===== src/rtl/bcd_7seg_scan.sv =====
// Two-digit multiplexed 7-segment driver with frame-coherent snapshot, anti-ghost blanking and LZ suppression.
// Latency: seg/an registered, 1 clk behind scan state; no backpressure (en=0 freezes scan, blanks display).
module bcd_7seg_scan #(
    parameter int REFRESH_DIV = 50000,
    parameter int CNT_W       = 16,
    parameter int BLANK_CYC   = 1,
    parameter bit SEG_ACT_LOW = 1'b1,
    parameter bit AN_ACT_LOW  = 1'b1
) (
    input  logic       clk,
    input  logic       rst,
    input  logic       en,
    input  logic [3:0] bcd0,
    input  logic [3:0] bcd1,
    input  logic       blank_lz,
    output logic [6:0] seg,
    output logic [1:0] an,
    output logic       err
);
    localparam logic [CNT_W-1:0] LAST      = CNT_W'(REFRESH_DIV - 1);
    localparam logic [CNT_W-1:0] BLANK_END = CNT_W'(BLANK_CYC);
    localparam logic [6:0]       SEG_OFF   = SEG_ACT_LOW ? 7'h7F : 7'h00;
    localparam logic [1:0]       AN_OFF    = AN_ACT_LOW ? 2'b11 : 2'b00;

    typedef enum logic {
        DIG0 = 1'b0,
        DIG1 = 1'b1
    } state_t;

    state_t           state;
    state_t           state_nxt;
    logic [CNT_W-1:0] div_cnt;
    logic             tick;
    logic             in_blank;
    logic [3:0]       snap0;
    logic [3:0]       snap1;
    logic             snap_lz;
    logic [3:0]       digit;
    logic [6:0]       seg_log;
    logic [1:0]       an_log;
    logic [6:0]       seg_nxt;
    logic [1:0]       an_nxt;

    assign tick = en && (div_cnt == LAST);

    generate
        if (BLANK_CYC == 0) begin : g_noblank
            assign in_blank = 1'b0;
        end else begin : g_blank
            assign in_blank = (div_cnt < BLANK_END);
        end
    endgenerate

    // Snapshot only when leaving the tens slot, so a whole frame shows one coherent value.
    always_ff @(posedge clk) begin
        if (rst) begin
            div_cnt <= '0;
            snap0   <= '0;
            snap1   <= '0;
            snap_lz <= 1'b0;
            err     <= 1'b0;
        end else begin
            if (en) begin
                div_cnt <= tick ? '0 : div_cnt + 1'b1;
            end
            if (tick && state == DIG1) begin
                snap0   <= bcd0;
                snap1   <= bcd1;
                snap_lz <= blank_lz;
            end
            if (snap0 > 4'd9 || snap1 > 4'd9) begin
                err <= 1'b1;
            end
        end
    end

    always_ff @(posedge clk) begin
        if (rst) begin
            state <= DIG0;
        end else begin
            state <= state_nxt;
        end
    end

    always_comb begin
        state_nxt = state;
        if (tick) begin
            state_nxt = (state == DIG0) ? DIG1 : DIG0;
        end
    end

    always_comb begin
        digit  = (state == DIG1) ? snap1 : snap0;
        an_log = (state == DIG1) ? 2'b10 : 2'b01;
        if (!en || in_blank || (state == DIG1 && snap_lz && snap1 == 4'd0)) begin
            an_log = 2'b00;
        end
        case (digit)
            4'd0:    seg_log = 7'h3F;
            4'd1:    seg_log = 7'h06;
            4'd2:    seg_log = 7'h5B;
            4'd3:    seg_log = 7'h4F;
            4'd4:    seg_log = 7'h66;
            4'd5:    seg_log = 7'h6D;
            4'd6:    seg_log = 7'h7D;
            4'd7:    seg_log = 7'h07;
            4'd8:    seg_log = 7'h7F;
            4'd9:    seg_log = 7'h6F;
            default: seg_log = 7'h40;
        endcase
        if (an_log == 2'b00) begin
            seg_log = 7'h00;
        end
        seg_nxt = SEG_ACT_LOW ? ~seg_log : seg_log;
        an_nxt  = AN_ACT_LOW ? ~an_log : an_log;
    end

    always_ff @(posedge clk) begin
        if (rst) begin
            seg <= SEG_OFF;
            an  <= AN_OFF;
        end else begin
            seg <= seg_nxt;
            an  <= an_nxt;
        end
    end
endmodule


===== config.mk =====
export PLATFORM = sky130hd
export DESIGN_NAME = bcd_7seg_scan
export DESIGN_NICKNAME = d
export VERILOG_FILES = /design/src/rtl/bcd_7seg_scan.sv
export SDC_FILE = /design/constraint.sdc
export NUM_CORES = 1
export LEC_CHECK = 0
export CORE_MARGIN = 1.5
export CORE_UTILIZATION = 58
export CTS_CLUSTER_SIZE = 14
export DETAILED_ROUTE_END_ITERATION = 8
export PLACE_DENSITY = 0.83
export SYNTH_ARGS = -nofsm -noshare
export SYNTH_HDL_FRONTEND = slang
export SYNTH_SLANG_ARGS = --single-unit
export TNS_END_PERCENT = 5

===== constraint.sdc =====
create_clock -name clk -period 4.63 [get_ports clk]
set_clock_uncertainty 0.05 [all_clocks]
set_input_delay 0.926 -clock clk [delete_from_list [all_inputs] [get_ports clk]]
set_output_delay 0.926 -clock clk [all_outputs]
set_load 0.05 [all_outputs]

; ---- Word level (Yosys, flattened, before mapping)
; Memories as Yosys holds them, arrays and structs flattened.
; Index checks and enable logic that the tools add are counted.
[word_totals]
rom_bits = 112
reg_bits = 36
inputBits = 12
n_memories = 1
[op_classes]
n_mux = 6
bitwise = 2
reduce_logical = 10
addsub = 1
n_eq_ne = 1
n_lt_le_gt_ge = 3
[mem_list]
columns = name, depth, width, read_ports, rd_ports_with_merged_regs, wr, line_no
row1 = (name not given), 16, 7, 1, 0, 0, 98  ; case (digit)
[ops]
columns = operator, count
row1 = $add 16x1->16 const B, 1
row2 = $eq 16x16->1 const B, 1
row3 = $lt 16x1->1 const B, 1
row4 = $mux 16, 1
row5 = $gt 4x4->1 const B, 2
row6 = $mux 7, 1
row7 = $not 7->7, 1
row8 = $logic_and 1x1->1, 4
row9 = $logic_not 4->1, 1
row10 = $mux 2, 2
row11 = $mux 4, 1
row12 = $logic_or 1x1->1, 3
row13 = $logic_not 2->1, 1
row14 = $not 2->2, 1
row15 = $logic_not 1->1, 1
row16 = $mux 1, 1

; ---- Longest topological paths before layout
[depth]
depth_word = 7
ltp_mapped = 7
ltp_nobuf = 6

; ---- Least setup slack after synthesis
; Ideal clock, no wire load.
[synth_timing]
kind = input-to-reg
start = input en
end = register div_cnt[10]
t_required_ps = 4463
arrival_ps = 1892
setup_ps = 117
path_buffers = 2
cell_stages = 6
slack_ps = 2571
path_cell_list = buf_2 > and4_1 > nand3_1 > o21bai_2 > buf_2 > nor2_1
[synth_via]
elab_chain_cells = 2
[synth_lines]
columns = element, line_no
row1 = from (decl), 12  ; input logic en,
row2 = $logic_and 1x1->1, 44  ; assign tick = en && (div_cnt == LAST);
row3 = $mux 16, 64  ; div_cnt <= tick ? '0 : div_cnt + 1'b1;
row4 = to (signal assigned), 64
row5 = to (decl), 32  ; logic [CNT_W-1:0] div_cnt;
; Parallel ways exist; a longest one is shown, timed or not.
; A chain may end at the register's enable or synchronous reset.

; ---- Final worst setup path
[layout_timing]
start = input en
end = register div_cnt[14]
; Same word-level chain as after synthesis.

==> qor.yml <==
status:
  status: "completed"
clock_network:
  numCtsBuffers: 5
  cts-htree-levels: 2
  clk_pin_slew_ns: 0.11
  cts_sinks: 36
  root_buffer: "clkbuf_4"
  ctsResizeCount: 0
  cts_buffer_depth: 2
  postCtsHoldBufs: 0
  cts_setup_buffers: 0
  tritoncts: "yes"
  insertion_delay_ns: 0.36
routing:
  drtAntennaViolNets: 0
  drt-vias-per-instance: 6.15
  drt_iter0_markers: 80
  wl_per_cell_microns: 15.5
  drc: 0
  routed_wl_microns: 3930
  vias: 1556
  drt_pass1_iterations: 6
die:
  dieArea_sq_mm: 0.00337
  coreArea_sq_mm: 0.00281
  die_h_microns: 58.0
  rows: 19
  ios: 22
  start_util_pct: 62.6
  die_w_microns: 58.0
yosys:
  synth_most_common_cell: "dfxtp_1"
  syn_area_sq_mm: 0.00176
  async_reset_ff_share_pct: 0
  synth_common_cells: "36 x dfxtp_1, 20 x o21ai_0, 18 x a21oi_1"
  ys_seq_area_share_pct: 41.0
  ys.warnings.count: 0
  syn_inst: 203
  synthTopCellsByArea: "dfxtp_1 41%, o21ai_0 5.7%, xnor2_1 5.5%"
  synthesis.nets: 222
  synth_edf_count: 0
  syn_area_per_cell_sq_um: 8.65
  ys_types: 35
  synthFlopType: "dfxtp_1"
  yosysTopAreaCellShare_pct: 41.0
  synth_seq_cells: 36
  yosysTopAreaCell: "dfxtp_1"
global_route:
  overflow: 0
  grt_max_degree: 21
  grt_usage_pct: 25.1
  grt_pass1_vias: 1399
  antenna_found_initial: 0
  grt_pass1_wl_microns: 6380
sta:
  maxSlewViolCount: 0
  setup_viol: 0
  finalHoldViolations: 0
  period_share_pct: 59.2
  worstMarginPinSlew_ns: 0.674
  grt_setup_unrepaired: "false"
  setup_tns_ns: 0
  fmax_ghz: 0.365
  finalCriticalPeriod_ns: 2.74
  slew_headroom_pct: 55.0
setup_path:
  critPathMaxFanout: 14
  critical_path_class: "in2reg"
  rr_endpoint: "seg[0]"
  timing.rr.start: "state"
  worst_setup_path_start_kind: "primary input"
  crit_required_ns: 4.81
  rrSetupSlack_ns: 2.36
  path_cells: "clkdlybuf4s50_1, and4_1, nand3_1, o21bai_2, nor2_1"
  reg2regPathDepth: 6
  slowest_delay_ns: 0.67
  path_buf_inv: 1
  worstSetupEndpointType: "flop"
  crit_slowest_cell: "clkdlybuf4s50_1"
  cp.arrival_ns: 2.92
  crit_family: "simple AND/OR/NAND/NOR gates"
hold_path:
  hp-class: "reg2reg"
  whs_path_depth: 2
  worstHoldEndpoint: "snap_lz"
  min_from: "snap_lz"
pwr:
  p_leak_nw: 0.725
  p_per_area_mw_per_mm2: 283
  ir_worst_vdd_mv: 0.199
finish:
  fin_util_pct: 72.6
  drive_gt1_share_pct: 7.21
  nets: 240
  diodes: 0
  stdcell_area_sq_mm: 0.00204
  area_growth_pct: 15.9
place:
  gp_congestion: 0.860
  placement.io_buffers: 21
  place_hpwl_microns: 2740
  dpl-instance-area_sq_mm: 0.00196
job:
  maxCapViolations: 0
## through the flow
step           hold slack, ns  instances  worst slack (ns)  total power, mW
4_1_cts                 0.436        253              1.93            0.576
2_1_floorplan           0.399        203              2.57            0.345
5_1_grt                 0.474        253              1.73            0.600
3_3_place_gp            0.405        245              1.65            0.362
3_5_place_dp            0.422        245              1.56            0.364
6_report                0.442        253              1.89            0.577
## power by group
group / switching [mW] / leakage (nW) / internal (mW) / total (mW)
combinational: 0.0234 / 0.391 / 0.0174 / 0.0408
sequential: 0.00228 / 0.291 / 0.314 / 0.316
clock: 0.107 / 0.0422 / 0.113 / 0.220
total: 0.132 / 0.725 / 0.444 / 0.577
## flip-flops by register name (all words and copies together), names as in the netlist
name and count:
an 2, div_cnt 16, err 1, seg 7, snap0 4, snap1 4
snap_lz 1, state 1
## routing by layer
metal	share of wire, %	GRT usage (%)	routed length, microns	vias to the layer above
li1	-	-	-	763
met2	48	40.4	1870	49
met3	5.5	8.48	215	8
met4	1.9	9.63	74	0
met1	45	31.1	1770	736
met5	0	0	0	-
## how the worst max path moves through the flow
stage / start / to / slack [ns] / cells past startpoint
after detailed placement: en / div_cnt[2] / 1.56 / 5
after CTS: en / div_cnt[2] / 1.93 / 5
after global placement: en / div_cnt[6] / 1.65 / 5
after floorplan: en / div_cnt[10] / 2.57 / 6
after global routing: en / div_cnt[11] / 1.73 / 5
final: en / div_cnt[14] / 1.89 / 5
## area by class of cell
class / instances / area [sq um]
Multi-Input combinational cell: 150 / 963
Fill cell: 212 / 769
Sequential cell: 36 / 721
Timing Repair Buffer: 21 / 210
Clock buffer: 6 / 41.3
Tap cell: 31 / 38.8
Clock inverter: 2 / 35.0
Inverter: 7 / 26.3
## worst register-to-register path, delay by kind of cell, from the launching register on
family	cells	cell delay (ns)
AO/OA/AOI/OAI	2	0.32
adder cells (fa/ha/maj)	1	0.20
buffers and inverters	1	0.12
flip-flops	1	0.77
multiplexers	1	0.51
AND/OR/NAND/NOR	1	0.17
## cells by family (layout without fill, tap and decap cells)
logic type | Yosys count | after routing | synth area share (%)
compound gates | 43 | 43 | 13.2
flops | 36 | 36 | 41.0
buf+inv | 17 | 36 | 4.13
simple gates | 82 | 82 | 27.1
xor+xnor | 12 | 12 | 5.98
fa+ha+maj | 7 | 7 | 4.99
mux | 6 | 6 | 3.56
## cell usage in the layout, fill, tap and decap left out, types with 9 or more instances in the layout
master	count
nand4_1	13
xnor2_1	11
o21ai_0	20
nor2_1	16
nand2_1	12
clkdlybuf4s50_1	21
nand3_1	9
dfxtp_1	36
a21oi_1	18
Note: power is estimated with default switching activity, not from simulation.
